[config.mk]
export PLATFORM = sky130hd
export DESIGN_NAME = pe_net_feeder_flat
export DESIGN_NICKNAME = d
export VERILOG_FILES = /design/src/rtl/pe_net_feeder_if.sv /design/src/rtl/pe_net_feeder.sv /design/src/flat_wrapper.sv
export SDC_FILE = /design/constraint.sdc
export NUM_CORES = 1
export LEC_CHECK = 0
export BUFFER_PORTS_ARGS = -buffer_cell sky130_fd_sc_hd__buf_2
export CAP_MARGIN = 20
export CORE_AREA = 2 2 127 129
export CTS_BUF_LIST = sky130_fd_sc_hd__clkbuf_16
export CTS_CLUSTER_SIZE = 25
export DETAILED_ROUTE_END_ITERATION = 8
export DIE_AREA = 0 0 129 131
export GPL_TIMING_DRIVEN = 0
export MAX_ROUTING_LAYER = met4
export PLACE_DENSITY = 0.86
export SLEW_MARGIN = 20
export SYNTH_ARGS = -nofsm -noshare
export SYNTH_HDL_FRONTEND = slang
export SYNTH_SLANG_ARGS = --single-unit
export TNS_END_PERCENT = 10
[constraint.sdc]
create_clock -name clk -period 2.5 [get_ports clk]
set_input_delay 0.625 -clock clk [delete_from_list [all_inputs] [get_ports clk]]
set_output_delay 0.625 -clock clk [all_outputs]
set_load 0.005 [all_outputs]
[src/rtl/pe_net_feeder_if.sv]
// Bundle between the PE-array feeder and its surroundings: upstream weight/pixel
// handshakes, start/config inputs, and the row-parallel array drive outputs.
interface pe_net_feeder_if #(
  parameter int ROW_SIZE = 4,
  parameter int N        = 4,
  parameter int M        = 2,
  parameter int CL_IN    = 4,
  parameter int CL1      = 2
);
  logic                      start;
  logic [ROW_SIZE*CL_IN-1:0] cfg_d_ch;
  logic [ROW_SIZE*CL_IN-1:0] cfg_bp_ch;
  logic [ROW_SIZE*CL1-1:0]   cfg_bp_src;
  logic                      w_valid;
  logic                      w_ready;
  logic [ROW_SIZE*M-1:0]     w_data;
  logic                      px_valid;
  logic                      px_ready;
  logic [ROW_SIZE*N-1:0]     px_data;
  logic [ROW_SIZE*M-1:0]     w_in;
  logic                      w_conf;
  logic                      cntl_conf;
  logic [ROW_SIZE*CL_IN-1:0] d_ch_in;
  logic [ROW_SIZE*CL_IN-1:0] bp_ch_in;
  logic [ROW_SIZE*CL1-1:0]   bp_src_in;
  logic [ROW_SIZE*N-1:0]     d_in;
  logic [ROW_SIZE-1:0]       en_in;
  logic                      busy;
  logic                      done;

  modport master (
    output start, cfg_d_ch, cfg_bp_ch, cfg_bp_src,
    output w_valid, w_data, px_valid, px_data,
    input  w_ready, px_ready, w_in, w_conf, cntl_conf,
    input  d_ch_in, bp_ch_in, bp_src_in, d_in, en_in, busy, done
  );

  modport slave (
    input  start, cfg_d_ch, cfg_bp_ch, cfg_bp_src,
    input  w_valid, w_data, px_valid, px_data,
    output w_ready, px_ready, w_in, w_conf, cntl_conf,
    output d_ch_in, bp_ch_in, bp_src_in, d_in, en_in, busy, done
  );
endinterface

[src/rtl/pe_net_feeder.sv]
// Source-side driver for the PE array: buffers one kernel of weights, bursts it
// in on w_conf, pulses cntl_conf, then streams one frame of row-parallel pixels.
module pe_net_feeder #(
  parameter int ROW_SIZE    = 4,
  parameter int N           = 4,
  parameter int M           = 2,
  parameter int CL_IN       = 4,
  parameter int CL1         = 2,
  parameter int KSZ         = 9,
  parameter int LINES       = 16,
  parameter int FRAME_LINES = 16
) (
  input logic            clk,
  input logic            rst,
  pe_net_feeder_if.slave bus
);
  localparam int TOTAL = LINES * FRAME_LINES;
  localparam int WCW   = $clog2(KSZ + 1);
  localparam int PCW   = $clog2(TOTAL + 1);
  localparam int AW    = (KSZ > 1) ? $clog2(KSZ) : 1;

  typedef enum logic [2:0] {
    S_IDLE, S_FILL_W, S_SHIFT_W, S_CONF, S_STREAM, S_DONE
  } state_t;

  state_t                    r_state;
  state_t                    w_state_nxt;
  logic [WCW-1:0]            r_wcnt;
  logic [WCW-1:0]            w_wcnt_nxt;
  logic [PCW-1:0]            r_pcnt;
  logic [PCW-1:0]            w_pcnt_nxt;
  logic [ROW_SIZE*M-1:0]     r_buf [KSZ];

  logic [ROW_SIZE*CL_IN-1:0] r_sh_d_ch;
  logic [ROW_SIZE*CL_IN-1:0] r_sh_bp_ch;
  logic [ROW_SIZE*CL1-1:0]   r_sh_bp_src;

  logic                      r_w_ready;
  logic                      r_px_ready;
  logic [ROW_SIZE*M-1:0]     r_w_in;
  logic                      r_w_conf;
  logic                      r_cntl_conf;
  logic [ROW_SIZE*CL_IN-1:0] r_d_ch_in;
  logic [ROW_SIZE*CL_IN-1:0] r_bp_ch_in;
  logic [ROW_SIZE*CL1-1:0]   r_bp_src_in;
  logic [ROW_SIZE*N-1:0]     r_d_in;
  logic [ROW_SIZE-1:0]       r_en_in;
  logic                      r_busy;
  logic                      r_done;

  logic [ROW_SIZE*M-1:0]     w_w_in_nxt;
  logic [ROW_SIZE*N-1:0]     w_d_in_nxt;
  logic [ROW_SIZE-1:0]       w_en_in_nxt;
  logic                      w_w_acc;
  logic                      w_px_acc;

  // Ready registers are only ever high in their own state, so acceptance implies it.
  assign w_w_acc  = bus.w_valid & r_w_ready;
  assign w_px_acc = bus.px_valid & r_px_ready;

  always_ff @(posedge clk) begin
    if (rst) begin
      r_state <= S_IDLE;
      r_wcnt  <= '0;
      r_pcnt  <= '0;
    end else begin
      r_state <= w_state_nxt;
      r_wcnt  <= w_wcnt_nxt;
      r_pcnt  <= w_pcnt_nxt;
    end
  end

  always_comb begin
    w_state_nxt = r_state;
    w_wcnt_nxt  = r_wcnt;
    w_pcnt_nxt  = r_pcnt;
    w_w_in_nxt  = '0;
    w_d_in_nxt  = r_d_in;
    w_en_in_nxt = '0;
    case (r_state)
      S_IDLE: begin
        w_pcnt_nxt = '0;
        if (bus.start) w_state_nxt = S_FILL_W;
      end
      S_FILL_W: begin
        if (w_w_acc) begin
          if (r_wcnt == WCW'(KSZ - 1)) begin
            w_state_nxt = S_SHIFT_W;
            w_wcnt_nxt  = '0;
            // Tap 0 is only being written right now when the kernel is one tap long.
            w_w_in_nxt  = (KSZ == 1) ? bus.w_data : r_buf[0];
          end else begin
            w_wcnt_nxt = r_wcnt + 1'b1;
          end
        end
      end
      S_SHIFT_W: begin
        // r_wcnt is the index of the tap currently on w_in.
        if (r_wcnt == WCW'(KSZ - 1)) begin
          w_state_nxt = S_CONF;
          w_wcnt_nxt  = '0;
        end else begin
          w_wcnt_nxt = r_wcnt + 1'b1;
          w_w_in_nxt = r_buf[AW'(r_wcnt + 1'b1)];
        end
      end
      S_CONF: begin
        w_state_nxt = S_STREAM;
      end
      S_STREAM: begin
        if (r_pcnt == PCW'(TOTAL)) begin
          w_state_nxt = S_DONE;
        end else if (w_px_acc) begin
          w_pcnt_nxt  = r_pcnt + 1'b1;
          w_d_in_nxt  = bus.px_data;
          w_en_in_nxt = '1;
        end
      end
      S_DONE: begin
        w_state_nxt = S_IDLE;
        w_pcnt_nxt  = '0;
      end
      default: begin
        w_state_nxt = S_IDLE;
      end
    endcase
  end

  // Every array-facing output is registered off the next-state decode.
  always_ff @(posedge clk) begin
    if (rst) begin
      r_w_ready   <= 1'b0;
      r_px_ready  <= 1'b0;
      r_w_in      <= '0;
      r_w_conf    <= 1'b0;
      r_cntl_conf <= 1'b0;
      r_d_ch_in   <= '0;
      r_bp_ch_in  <= '0;
      r_bp_src_in <= '0;
      r_d_in      <= '0;
      r_en_in     <= '0;
      r_busy      <= 1'b0;
      r_done      <= 1'b0;
      r_sh_d_ch   <= '0;
      r_sh_bp_ch  <= '0;
      r_sh_bp_src <= '0;
    end else begin
      r_w_ready   <= (w_state_nxt == S_FILL_W);
      r_px_ready  <= (w_state_nxt == S_STREAM) && (w_pcnt_nxt < PCW'(TOTAL));
      r_w_in      <= w_w_in_nxt;
      r_w_conf    <= (w_state_nxt == S_SHIFT_W);
      r_cntl_conf <= (w_state_nxt == S_CONF);
      r_d_in      <= w_d_in_nxt;
      r_en_in     <= w_en_in_nxt;
      r_busy      <= (w_state_nxt != S_IDLE);
      r_done      <= (w_state_nxt == S_DONE);
      if ((r_state == S_IDLE) && bus.start) begin
        r_sh_d_ch   <= bus.cfg_d_ch;
        r_sh_bp_ch  <= bus.cfg_bp_ch;
        r_sh_bp_src <= bus.cfg_bp_src;
      end
      if (w_state_nxt == S_CONF) begin
        r_d_ch_in   <= r_sh_d_ch;
        r_bp_ch_in  <= r_sh_bp_ch;
        r_bp_src_in <= r_sh_bp_src;
      end
    end
  end

  always_ff @(posedge clk) begin
    if (w_w_acc) r_buf[AW'(r_wcnt)] <= bus.w_data;
  end

  assign bus.w_ready   = r_w_ready;
  assign bus.px_ready  = r_px_ready;
  assign bus.w_in      = r_w_in;
  assign bus.w_conf    = r_w_conf;
  assign bus.cntl_conf = r_cntl_conf;
  assign bus.d_ch_in   = r_d_ch_in;
  assign bus.bp_ch_in  = r_bp_ch_in;
  assign bus.bp_src_in = r_bp_src_in;
  assign bus.d_in      = r_d_in;
  assign bus.en_in     = r_en_in;
  assign bus.busy      = r_busy;
  assign bus.done      = r_done;
endmodule

[src/flat_wrapper.sv]
// flat-port wrapper written by rule: the top's interface ports become plain ports
module pe_net_feeder_flat 
#(
  parameter int ROW_SIZE    = 4,
  parameter int N           = 4,
  parameter int M           = 2,
  parameter int CL_IN       = 4,
  parameter int CL1         = 2,
  parameter int KSZ         = 9,
  parameter int LINES       = 16,
  parameter int FRAME_LINES = 16
)
  (clk, rst, bus_start, bus_cfg_d_ch, bus_cfg_bp_ch, bus_cfg_bp_src, bus_w_valid, bus_w_data, bus_px_valid, bus_px_data, bus_w_ready, bus_px_ready, bus_w_in, bus_w_conf, bus_cntl_conf, bus_d_ch_in, bus_bp_ch_in, bus_bp_src_in, bus_d_in, bus_en_in, bus_busy, bus_done);
  pe_net_feeder_if #(.ROW_SIZE(ROW_SIZE), .N(N), .M(M), .CL_IN(CL_IN), .CL1(CL1)) bus_i ();
  input logic clk;
  input logic rst;
  input wire logic [$bits(bus_i.start)-1:0] bus_start;
  input wire logic [$bits(bus_i.cfg_d_ch)-1:0] bus_cfg_d_ch;
  input wire logic [$bits(bus_i.cfg_bp_ch)-1:0] bus_cfg_bp_ch;
  input wire logic [$bits(bus_i.cfg_bp_src)-1:0] bus_cfg_bp_src;
  input wire logic [$bits(bus_i.w_valid)-1:0] bus_w_valid;
  input wire logic [$bits(bus_i.w_data)-1:0] bus_w_data;
  input wire logic [$bits(bus_i.px_valid)-1:0] bus_px_valid;
  input wire logic [$bits(bus_i.px_data)-1:0] bus_px_data;
  output wire logic [$bits(bus_i.w_ready)-1:0] bus_w_ready;
  output wire logic [$bits(bus_i.px_ready)-1:0] bus_px_ready;
  output wire logic [$bits(bus_i.w_in)-1:0] bus_w_in;
  output wire logic [$bits(bus_i.w_conf)-1:0] bus_w_conf;
  output wire logic [$bits(bus_i.cntl_conf)-1:0] bus_cntl_conf;
  output wire logic [$bits(bus_i.d_ch_in)-1:0] bus_d_ch_in;
  output wire logic [$bits(bus_i.bp_ch_in)-1:0] bus_bp_ch_in;
  output wire logic [$bits(bus_i.bp_src_in)-1:0] bus_bp_src_in;
  output wire logic [$bits(bus_i.d_in)-1:0] bus_d_in;
  output wire logic [$bits(bus_i.en_in)-1:0] bus_en_in;
  output wire logic [$bits(bus_i.busy)-1:0] bus_busy;
  output wire logic [$bits(bus_i.done)-1:0] bus_done;
  assign bus_i.start = bus_start;
  assign bus_i.cfg_d_ch = bus_cfg_d_ch;
  assign bus_i.cfg_bp_ch = bus_cfg_bp_ch;
  assign bus_i.cfg_bp_src = bus_cfg_bp_src;
  assign bus_i.w_valid = bus_w_valid;
  assign bus_i.w_data = bus_w_data;
  assign bus_i.px_valid = bus_px_valid;
  assign bus_i.px_data = bus_px_data;
  assign bus_w_ready = bus_i.w_ready;
  assign bus_px_ready = bus_i.px_ready;
  assign bus_w_in = bus_i.w_in;
  assign bus_w_conf = bus_i.w_conf;
  assign bus_cntl_conf = bus_i.cntl_conf;
  assign bus_d_ch_in = bus_i.d_ch_in;
  assign bus_bp_ch_in = bus_i.bp_ch_in;
  assign bus_bp_src_in = bus_i.bp_src_in;
  assign bus_d_in = bus_i.d_in;
  assign bus_en_in = bus_i.en_in;
  assign bus_busy = bus_i.busy;
  assign bus_done = bus_i.done;
  pe_net_feeder #(.ROW_SIZE(ROW_SIZE), .N(N), .M(M), .CL_IN(CL_IN), .CL1(CL1), .KSZ(KSZ), .LINES(LINES), .FRAME_LINES(FRAME_LINES)) u_core (.clk(clk), .rst(rst), .bus(bus_i));
endmodule
==> results of run 1 <==
[cell usage in the layout (no fill, tap or decap), types with 3 or more instances in the layout]
master	count
buf_2	146
clkbuf_1	30
nor2_1	67
edfxtp_1	72
nand3_1	12
nand2_1	92
nor2b_1	3
a2111oi_0	4
nand2b_1	50
inv_1	7
mux2i_1	30
nor3_1	12
nand3b_1	3
buf_4	6
a21oi_1	90
ha_1	6
dfxtp_1	126
nor3_2	3
mux4_2	16
buf_1	4
clkinv_4	4
clkbuf_16	17
a221o_1	8
[stage by stage]
stage,hold WS [ns],power (µW)
after global routing,0.415,6540
after detailed placement,0.448,3760
after CTS,0.407,6370
after floorplan,0.437,3640
final,0.420,6350
after global placement,0.442,3750
[power breakdown]
part	switching (µW)	total, µW	internal, µW
sequential	26.5	3420	3400
combinational	162	277	115
clock	1220	2640	1430
[sequential cells by signal (all words and copies together) (netlist names), 3 cells and up]
| name | cells |
|---|---|
| u_core.r_state | 3 |
| u_core.r_sh_d_ch | 16 |
| u_core.bus.w_in | 8 |
| u_core.bus.bp_src_in | 8 |
| u_core.r_wcnt | 4 |
| u_core.r_sh_bp_src | 8 |
| u_core.r_pcnt | 9 |
| u_core.bus.d_in | 16 |
| u_core.r_sh_bp_ch | 16 |
| u_core.bus.d_ch_in | 16 |
| u_core.bus.bp_ch_in | 16 |
| u_core.r_buf | 72 |
[what timing repair did]
item | 4_1_cts | 5_1_grt
endpoints found under the setup margin | 57 | 49
resized for setup | 7 | 1
buffers inserted | 1 | 2
pin swaps | 0 | 1
[final cells by class]
| cell class | count | area share |
|---|---|---|
| plain buffers | 46 | 0.0246 |
| clock buffers | 17 | 0.0457 |
| clock inverters | 15 | 0.0153 |
| inverters | 7 | 0.00282 |
| multi-input cells | 437 | 0.298 |
| flip-flops and latches | 199 | 0.506 |
| well taps | 216 | 0.0290 |
| repair buffers | 145 | 0.0788 |
[path summary, 6_finish.rpt]
| path | from | to | slack (ns) | cells after the start |
|---|---|---|---|---|
| hold reg to reg | u_core.r_sh_bp_ch[7] | u_core.r_sh_bp_ch[7] | 0.46 | 2 |
| hold / removal | bus_cfg_bp_ch[7] | u_core.r_sh_bp_ch[7] | 0.42 | 3 |
| setup / recovery | u_core.r_wcnt[0] | u_core.bus.d_ch_in[5] | 0.13 | 10 |
| setup reg to reg | u_core.r_wcnt[0] | u_core.bus.d_ch_in[5] | 0.13 | 10 |
[critical path: stages (launching register included)]
cell and delay (ns):
dfxtp_2 0.34, buf_6 0.12, buf_8 0.14, inv_1 0.12, ha_1 0.21, nand3b_1 0.21
or3_1 0.37, clkbuf_1 0.19, clkbuf_1 0.27, nor2_1 0.19, a21oi_1 0.08
[per-layer routing]
metal / wire, µm / global-route usage / share of wire
met5: 0 / - / 0
met4: 533 / 0.0959 / 0.031
met3: 1100 / 0.0505 / 0.063
met2: 8550 / 0.339 / 0.49
met1: 7160 / 0.256 / 0.41
[cell families (layout without fill, tap and decap cells)]
group                    Yosys count  after routing  synth area share
multiplexers                      47             47            0.0875
buffers and inverters             53            230            0.0297
flip-flops                       199            199             0.613
adder cells (fa/ha/maj)            6              6           0.00978
XOR/XNOR                           3              3           0.00440
AND/OR/NAND/NOR                  266            266             0.167
AO/OA/AOI/OAI                    115            115            0.0890
==> summary.md, run 1 <==
After the last flow step, the layout net total stands at 928. The peak supply drop is 0.000365 V, and the final count of negative-setup-slack endpoints is 0. Entering global routing, the biggest net connects 18 pins. Synthesized net count: 764. The maximum count of clock buffers along a single path is 2, and the die height is 131 µm.

After detailed placement, the design holds a cell count of 1047. STA puts the critical path data required time at 2.80 ns. The detail route stage leaves a number of antenna-violating nets equal to 0. After layout, the worst setup slack is 0.130 ns.

At the pin with the least slew margin, the transition time is 1.06 ns. The overall track demand over capacity in global routing was 0.211; the number of fillers in the final layout was 1225. TritonCTS built the clock tree. In the routed design, unresolved DRC markers number 0. The number of hold buffers added after cts was 0; the wire length of the first global-routing pass was 26800 µm. The area occupied by multi-input gates came out at 2770 µm². Yosys instantiated no cell more often than dfxtp_1.

The final critical delay including setup and external delays is 2.37 ns. Static timing analysis puts the maximum clock frequency at 422 MHz. In this run, the number of DRC markers left after iteration 0 of detailed routing was 419. During synthesis, Yosys emitted a total of 0 warnings. Number of buffers inserted by port buffering: 142. The tools report the number of CTS-inserted buffers as 17.

Type of the tightest min-delay check: in2reg. The proportion of netlist area held by the largest area contributor is 0.331, and the post-synthesis sequential element count is 199. The reported max-cap violation count was 0; the fraction of final layout cells with drive strength greater than 1 was 0.253.

The via count of the first global-routing pass is 5487. Final-report max-slew violation count: 0. In the synthesized netlist, the cells that appear most often are dfxtp_1, nand2_1, a21oi_1. The final count of hold timing violations is 0, and the number of unique standard cell types used by synthesis is 52. The final core utilization is 0.597, and the routed length per placed instance is 16.0 µm.

For this design the static power due to leakage is 0.00366 µW. Initial antenna violation count: 0. The routed design has 17300 µm of wire. The total non-filler cell area in the finished layout is 9310 µm², and the total die area is 16900 µm².

The average instance in the mapped netlist occupies 11.1 µm². The ratio of final minimum period to clock period was 0.948; the x dimension of the die was 129 µm. The worst setup path is of the reg2reg kind. The tools report the final cell count without fillers as 1082. The worst setup path is launched from a register. The floorplan has 46 rows. The number of antenna diodes in the final layout is 0. Summing all placed instances gives a cell area of 8660 µm². On the final layout, the worst clock skew is 0.0111 ns.

The tools report the half-perimeter wire length after placement as 12200 µm. The congestion estimate from routability-driven global placement came to 0.831. The largest area contributor in the netlist was dfxtp_1. The run gives 5708 as the total via count after detailed routing. For this run the aggregate overflow at the end of global routing stands at 0. The tree built by TritonCTS fans out to 199 sinks. The logs give 7680 µm² for the post-synthesis cell area and 0.288 for the worst slew margin relative to its limit. Counting flops with a built-in enable in the synthesized netlist gives 72. Compared with the post-synthesis result, the final layout area differs by 21.2%. The post-synthesis async set-or-reset flop share is 0, and the worst setup slack after placement is -0.318 ns.

The data arrival time at the worst-slack endpoint was 2.67 ns. The flow ran to the end, and the final reports show no timing, DRC or antenna violations. For the worst-skew pair, the clock arrives at the later sink with an insertion delay of 0.44 ns. The tools report the root buffer selected by CTS as clkbuf_16.

The tools report the storage element area as 4710 µm². For the starting density of the core, the log shows 0.492. After synthesis, the cell types taking the most area are dfxtp_1, edfxtp_1, a21oi_1, mux4_2, nand2_1. The average via count per standard cell was 5.28. 143 I/O pins were placed.

The worst setup path is captured at a register. The total negative slack for setup checks is 0 ns, and the number of levels the H-tree was split into is 4. Gate count of the mapped netlist: 689. In the synthesized netlist the dominant register cell turns out to be dfxtp_1.

The power density over the cells was 682 nW/µm². The clock transition time at the flip-flop clock pins of the worst setup and hold paths was 0.07 ns; the highest net fanout along the worst path was 10. The logs give 15600 µm² for the area of the core and 0.613 for the portion of the post-synthesis area used by sequential elements. For this run, the detailed router's first-pass iteration total came to 7.
(Power assumes the default switching activity.)
==> run 2: changes to the inputs <==
Settings changed: CORE_AREA 2 2 127 129 to 2 2 122 124, DIE_AREA 0 0 129 131 to 0 0 124 126, PLACE_DENSITY 0.86 to 0.89.
Clock period 2.5 ns to 2.4 ns, I/O delays scaled along.
==> summary.md, run 2 (same netlist as run 1, synthesis figures left out) <==
The maximum clock rate is 441 MHz (+4.5%). The logs give 199 (unchanged) for the number of sinks handled by clock tree synthesis and 14300 µm² (-8.2%) for the area of the core. The final count of hold timing violations is 0 (unchanged).

The final count of negative-setup-slack endpoints came out at 0 (unchanged). The power density over the cells was 708 nW/µm² (+3.9%). Startpoint type of the worst setup path: a register. The tools report the element type at the critical path end as a register. The run finished with clean final reports.

The run gives -0.458 ns (-0.140 ns) as the worst setup slack after placement. Root buffer selected by CTS: clkbuf_16. For the number of DRC markers after the initial detailed-route iteration, the log shows 558 (+33%). The x dimension of the die was 124 µm (-3.9%).

The tools report the final-report max-slew violation count as 0 (unchanged). For the initial antenna violation count, the log shows 1 (+1). TritonCTS built the clock tree. The worst setup path is of the reg2reg kind.

The leakage power of the design was 0.00369 µW (+0.68%); the total grt overflow was 0 (unchanged). The signal on the critical path passes through buf_6, inv_1, ha_1, buf_4, buf_8, mux4_2, mux2i_1, nor3_1, a221o_1. Routed wire length: 18200 µm (+5.0%). The final net count was 930 (+0.22%).

Ratio of final minimum period to clock period: 0.945 (-0.00316). In this design, the largest share of critical-path delay is due to buffers and inverters. The tools report the final weighted congestion of routability-driven global placement as 0.866 (+4.2%). The cell with the biggest individual delay on the critical path was dfxtp_2. The layout overhead on the synthesized area is 21.1% (about the same), and the number of rows created at floorplan is 44 (-4.3%).

The wire length of the first global-routing pass came out at 29000 µm (+8.3%). In this run the worst hold path is classified as in2reg. The reported max-cap violation count is 0 (unchanged).

Register with the highest flop count: u_core.r_buf. The routed length per placed instance is 17.3 µm (+7.9%), and the number of levels the H-tree was split into is 4 (unchanged). Number of remaining DRC errors: 0 (unchanged). For the via count of the first global-routing pass, the log shows 5679 (+3.5%). The number of CTS-inserted buffers was 17 (unchanged); the half-perimeter wire length after placement was 12200 µm (+0.25%). The buffers plus inverters on the worst setup path is 4 (-1), and the peak supply drop is 0.000571 V (+56%). The required time of the critical path was 2.72 ns (-0.08 ns); the highest net fanout along the worst path was 12 (+2). The tools report the number of ports placed on the die boundary as 143 (unchanged). The run gives 0 (unchanged) as the number of hold buffers added after cts. Setup slack of the worst register-to-register path: 0.13 ns (about the same). For the worst slew margin relative to its limit, the log shows 0.379 (+0.0917). The die height works out to 126 µm (-3.8%). Most common cell after layout, fill and taps aside: buf_2. The tools report the clock insertion delay at the later pin of the skew report as 0.43 ns (about the same).

Setup repair after global routing left no endpoint under its margin. Average via count per standard cell: 5.64 (+6.9%). The logs give 1055 (-14%) for the number of fillers in the final layout and 15600 µm² (-7.5%) for the total die area. The largest net degree at the start of global routing is 18 (unchanged), and the starting density of the core is 0.536 (+0.0441). The run gives 0.650 (+0.0531) as the final core utilization. The tools report the data arrival time at the worst-slack endpoint as 2.59 ns (-0.08 ns). For the number of iterations in the first detailed-routing pass, the log shows 5 (-2). The largest stage delay on the critical path came out at 0.37 ns (about the same). In the layout the commonest cells are buf_2, dfxtp_1, nand2_1, a21oi_1, edfxtp_1. The total via count after detailed routing is 5937 (+4.0%). The final critical delay including setup and external delays was 2.27 ns (-0.102 ns); the actual transition at the worst max-transition pin was 0.926 ns (-0.134 ns). The worst setup skew after layout was 0.00935 ns (-0.00170 ns); the fraction of final layout cells with drive strength greater than 1 was 0.260 (+0.00748). The number of flip-flops in the largest register is 72 (unchanged). The maximum count of clock buffers along a single path was 2 (unchanged). The tools report the overall track demand over capacity in global routing as 0.250 (+0.0386). The number of buffers inserted by port buffering is 142 (unchanged). The clock transition time at the flip-flop clock pins of the worst setup and hold paths is 0.07 ns (about the same). The logs give 0 (unchanged) for the antenna violation net count after detailed routing and 0.132 ns (+0.00238 ns) for the worst-case setup margin in the final layout.
==> run 2: changes by cell type in the layout (fill, tap and decap cells not counted), sizes merged <==
cell,before,now
inv,12,10
diode,0,1
buf,159,163
clkinv,7,9
bufinv,2,0
==> run 2: final cells by class <==
| type | instances | area, µm² | area share |
|---|---|---|---|
| clock inverters | 13 | 92.6 | 0.00996 |
| clock buffers | 19 | 475 | 0.0511 |
| multi-input cells | 437 | 2790 | 0.300 |
| well taps | 184 | 230 | 0.0248 |
| diodes | 1 | 2.50 | 0.000269 |
| flip-flops and latches | 199 | 4710 | 0.506 |
| plain buffers | 45 | 219 | 0.0235 |
| inverters | 7 | 26.3 | 0.00283 |
| repair buffers | 148 | 756 | 0.0813 |
==> run 2: what timing repair did <==
action	in CTS	in global routing
resized for setup	8	9
setup endpoints to repair	51	51
pin swaps	1	1
buffers inserted	3	3
==> run 2: per-layer routing <==
layer,track usage,share of wire,vias up
met5,-,0,-
met4,0.120,0.036,0
met3,0.0525,0.074,57
met2,0.380,0.49,293
met1,0.320,0.40,2838
li1,-,-,2749
==> run 2: final timing paths <==
| kind | start | to | cells past startpoint |
|---|---|---|---|
| worst max-delay path | u_core.r_wcnt[0] | u_core.bus.w_in[5] | 9 |
| worst min-delay path | bus_cfg_bp_ch[5] | u_core.r_sh_bp_ch[5] | 3 |
| worst max register to register | u_core.r_wcnt[0] | u_core.bus.w_in[5] | 9 |
| worst min register to register | u_core.r_sh_bp_src[2] | u_core.r_sh_bp_src[2] | 2 |
==> run 2: worst register-to-register path: cells and delay by family, from the launching register on <==
family / cells / cell delay, ns
flops: 1 / 0.37
compound gates: 1 / 0.28
mux: 2 / 0.49
simple gates: 1 / 0.06
buf+inv: 4 / 0.65
fa+ha+maj: 1 / 0.29
==> run 2: report_power, final <==
part	total (µW)	switching, µW	internal (µW)
sequential	3570	27.9	3540
combinational	295	175	120
clock	2720	1270	1450
==> run 2: through the flow <==
step	hold WS [ns]	total power [µW]	cells	setup TNS, ns	area [µm²]
after floorplan	0.437	3790	689	0	7680
after detailed placement	0.447	3920	1015	-9.93	8650
after global placement	0.442	3910	1015	-11.31	8620
after CTS	0.383	6600	1050	0	9270
final	0.398	6590	1053	0	9300
after global routing	0.394	6810	1053	0	9300
==> run 3: changes to the inputs <==
Settings changed: CORE_AREA 2 2 122 124 to 2 2 127 129, DIE_AREA 0 0 124 126 to 0 0 129 131, PLACE_DENSITY 0.89 to 0.86.
Clock period 2.4 ns to 1.85 ns, I/O delays scaled along.
==> summary.md, run 3 (same netlist as run 1, synthesis figures left out) <==
The flow ran to the end, but the final reports show violations. The final reports fail on setup timing. The run gives -0.15 ns (-0.28 ns) as the setup slack of the worst register-to-register path. The worst hold margin came out at 0.255 ns (-0.142 ns). The internal portion of total power was 6630 µW (+30%); the ratio of final minimum period to clock period was 1.08 (+0.136).

The storage element area is 4720 µm² (+0.27%), and the area occupied by multi-input gates is 3060 µm² (+9.8%). The total placed instance area is 8750 µm² (+1.2%), and the peak supply drop is 0.000597 V (+4.5%). The number of DRC markers after the initial detailed-route iteration came out at 505 (-9.5%). For the total non-filler cell area in the finished layout, the log shows 9960 µm² (+7.1%).

The largest net degree at the start of global routing was 18 (unchanged); the actual transition at the worst max-transition pin was 0.778 ns (-0.148 ns). The run gives 0.243 (-0.00674) as the overall track demand over capacity in global routing. The root buffer cell chosen for the clock tree is clkbuf_16. The clock insertion delay at the later pin of the skew report is 0.44 ns (about the same), and the reported net switching power is 1960 µW (+33%).

For the number of ports placed on the die boundary, the log shows 143 (unchanged). The type of the tightest min-delay check is in2reg. The required time of the critical path came out at 2.17 ns (-0.55 ns). The most common cell after layout, fill and taps aside is buf_2. The register with the highest flop count was u_core.r_buf. The clock power share was 0.410 (-0.004); the final net count was 947 (+1.8%). The final-report max-slew violation count is 0 (unchanged). From synthesis to final layout, the design area changed by 29.7%.

For the total via count after detailed routing, the log shows 6036 (+1.7%). Element type at the critical path end: a register. The sequential share of power came out at 0.539 (-0.003). The run gives 1114 (+5.6%) as the number of fillers in the final layout. The maximum clock rate is 500 MHz (+13%), and the total grt overflow is 0 (unchanged). Leakage power of the design: 0.00391 µW (+6.1%).

The power density over the cells works out to 863 nW/µm² (+22%). The run gives 0 (unchanged) as the antenna violation net count after detailed routing. The number of flip-flops in the largest register is 72 (unchanged).

The tools report the worst-case setup margin in the final layout as -0.150 ns (-0.282 ns). The via count of the first global-routing pass was 5767 (+1.5%); the final critical delay including setup and external delays was 2.00 ns (-0.268 ns). The clock transition time at the flip-flop clock pins of the worst setup and hold paths is 0.07 ns (about the same). The top cell types in the final layout, fill and taps aside, are buf_2, dfxtp_1, nand2_1, a21oi_1, edfxtp_1. The critical path is of the reg2reg type.

Fraction of final layout cells with drive strength greater than 1: 0.344 (+0.0831). Starting density of the core: 0.492 (-0.0441). Routed length per placed instance: 18.2 µm (+5.4%). The x dimension of the die was 129 µm (+4.0%); the count of antenna diodes in the layout was 0 (-1).

Initial antenna violation count: 0 (-1). The final count of hold timing violations came out at 0 (unchanged). The final count of negative-setup-slack endpoints came out at 70 (+70).

The tools report the number of hold buffers added after cts as 0 (unchanged). For the number of sinks handled by clock tree synthesis, the log shows 199 (unchanged). The run gives 17 (unchanged) as the number of CTS-inserted buffers. The part of the total power dissipated in combinational logic came out at 0.051 (+0.006). The area of the core was 15600 µm² (+9.0%). The average via count per standard cell is 5.48 (-2.8%), and the total power consumption of the routed design is 8590 µW (+30%). For the final weighted congestion of routability-driven global placement, the log shows 0.851 (-1.8%). Setup repair after global routing could not meet its margin everywhere. Number of iterations in the first detailed-routing pass: 5 (unchanged).

The tools report the data arrival time at the worst-slack endpoint as 2.32 ns (-0.27 ns). The highest net fanout along the worst path was 6 (-6). For the total die area, the log shows 16900 µm² (+8.2%). Number of rows created at floorplan: 46 (+4.5%). The tools report the maximum count of clock buffers along a single path as 2 (unchanged). Number of levels the H-tree was split into: 4 (unchanged).

The startpoint type of the worst setup path is a register. For the worst setup skew after layout, the log shows 0.0104 ns (+0.00100 ns). The tools report the half-perimeter wire length after placement as 12300 µm (+0.72%). Number of buffers inserted by port buffering: 142 (unchanged). The run gives 0 (unchanged) as the reported max-cap violation count. For the worst slew margin relative to its limit, the log shows 0.478 (+0.0991).

The wire length of the first global-routing pass was 30300 µm (+4.7%). The fraction of power spent switching nets works out to 0.228 (+0.00418). TritonCTS built the clock tree. The die height works out to 131 µm (+4.0%). The logs give 0 (unchanged) for the number of remaining DRC errors and 20100 µm (+10%) for the routed wire length. The tools report the total negative slack for setup checks as -5.02 ns (-5.02 ns).
==> run 3: power by group through the flow <==
stage	logic (µW)	clock network [µW]	registers [µW]
finish	439	3530	4630
detailed placement	381	0	4720
global route	474	3710	4630
floorplan	211	0	4720
CTS	409	3540	4620
global placement	367	0	4720
==> run 3: worst max-delay path, stage by stage (launching register included) <==
cell	delay, ns
dfxtp_4	0.36
buf_12	0.10
buf_12	0.10
inv_8	0.03
ha_4	0.32
clkbuf_16	0.17
mux4_2	0.31
mux2i_1	0.14
nor3_1	0.07
a221o_1	0.29
==> run 3: per-stage QoR <==
stage                     instances   util  worst slack, ns
final                          1101  0.638           -0.150
after global routing           1101  0.638           -0.222
after CTS                      1096  0.626           -0.123
after detailed placement       1047  0.561           -0.692
after global placement         1047  0.559           -0.671
after floorplan                 689      -           -0.202
==> run 3: metal layers <==
metal	vias up	GRT usage	routed length, µm
met5	-	-	0
met1	2874	0.291	7770
met2	313	0.386	10000
met4	0	0.118	723
li1	2791	-	-
met3	58	0.0643	1550
==> run 3: layout make-up <==
cell class	count	share of cell area
tap	216	0.0271
multi-input combinational	437	0.308
inverter	7	0.00339
clock inverter	15	0.0127
sequential	199	0.474
timing repair buffer	168	0.0971
buffer	42	0.0353
clock buffer	17	0.0427
==> run 3: what timing repair did <==
| action | CTS | global route |
|---|---|---|
| buffers inserted | 17 | 6 |
| gates resized for setup | 80 | 46 |
| endpoints found under the setup margin | 158 | 179 |
| pin swaps | 6 | 4 |
| gates cloned | 4 | 0 |
==> run 3: worst paths after layout <==
kind | from | to | depth (start not counted)
worst max-delay path | u_core.r_wcnt[0] | u_core.bus.w_in[5] | 9
worst min-delay path | bus_cfg_bp_ch[3] | u_core.r_sh_bp_ch[3] | 3
worst max register to register | u_core.r_wcnt[0] | u_core.bus.w_in[5] | 9
worst min register to register | u_core.r_sh_bp_ch[12] | u_core.r_sh_bp_ch[12] | 2
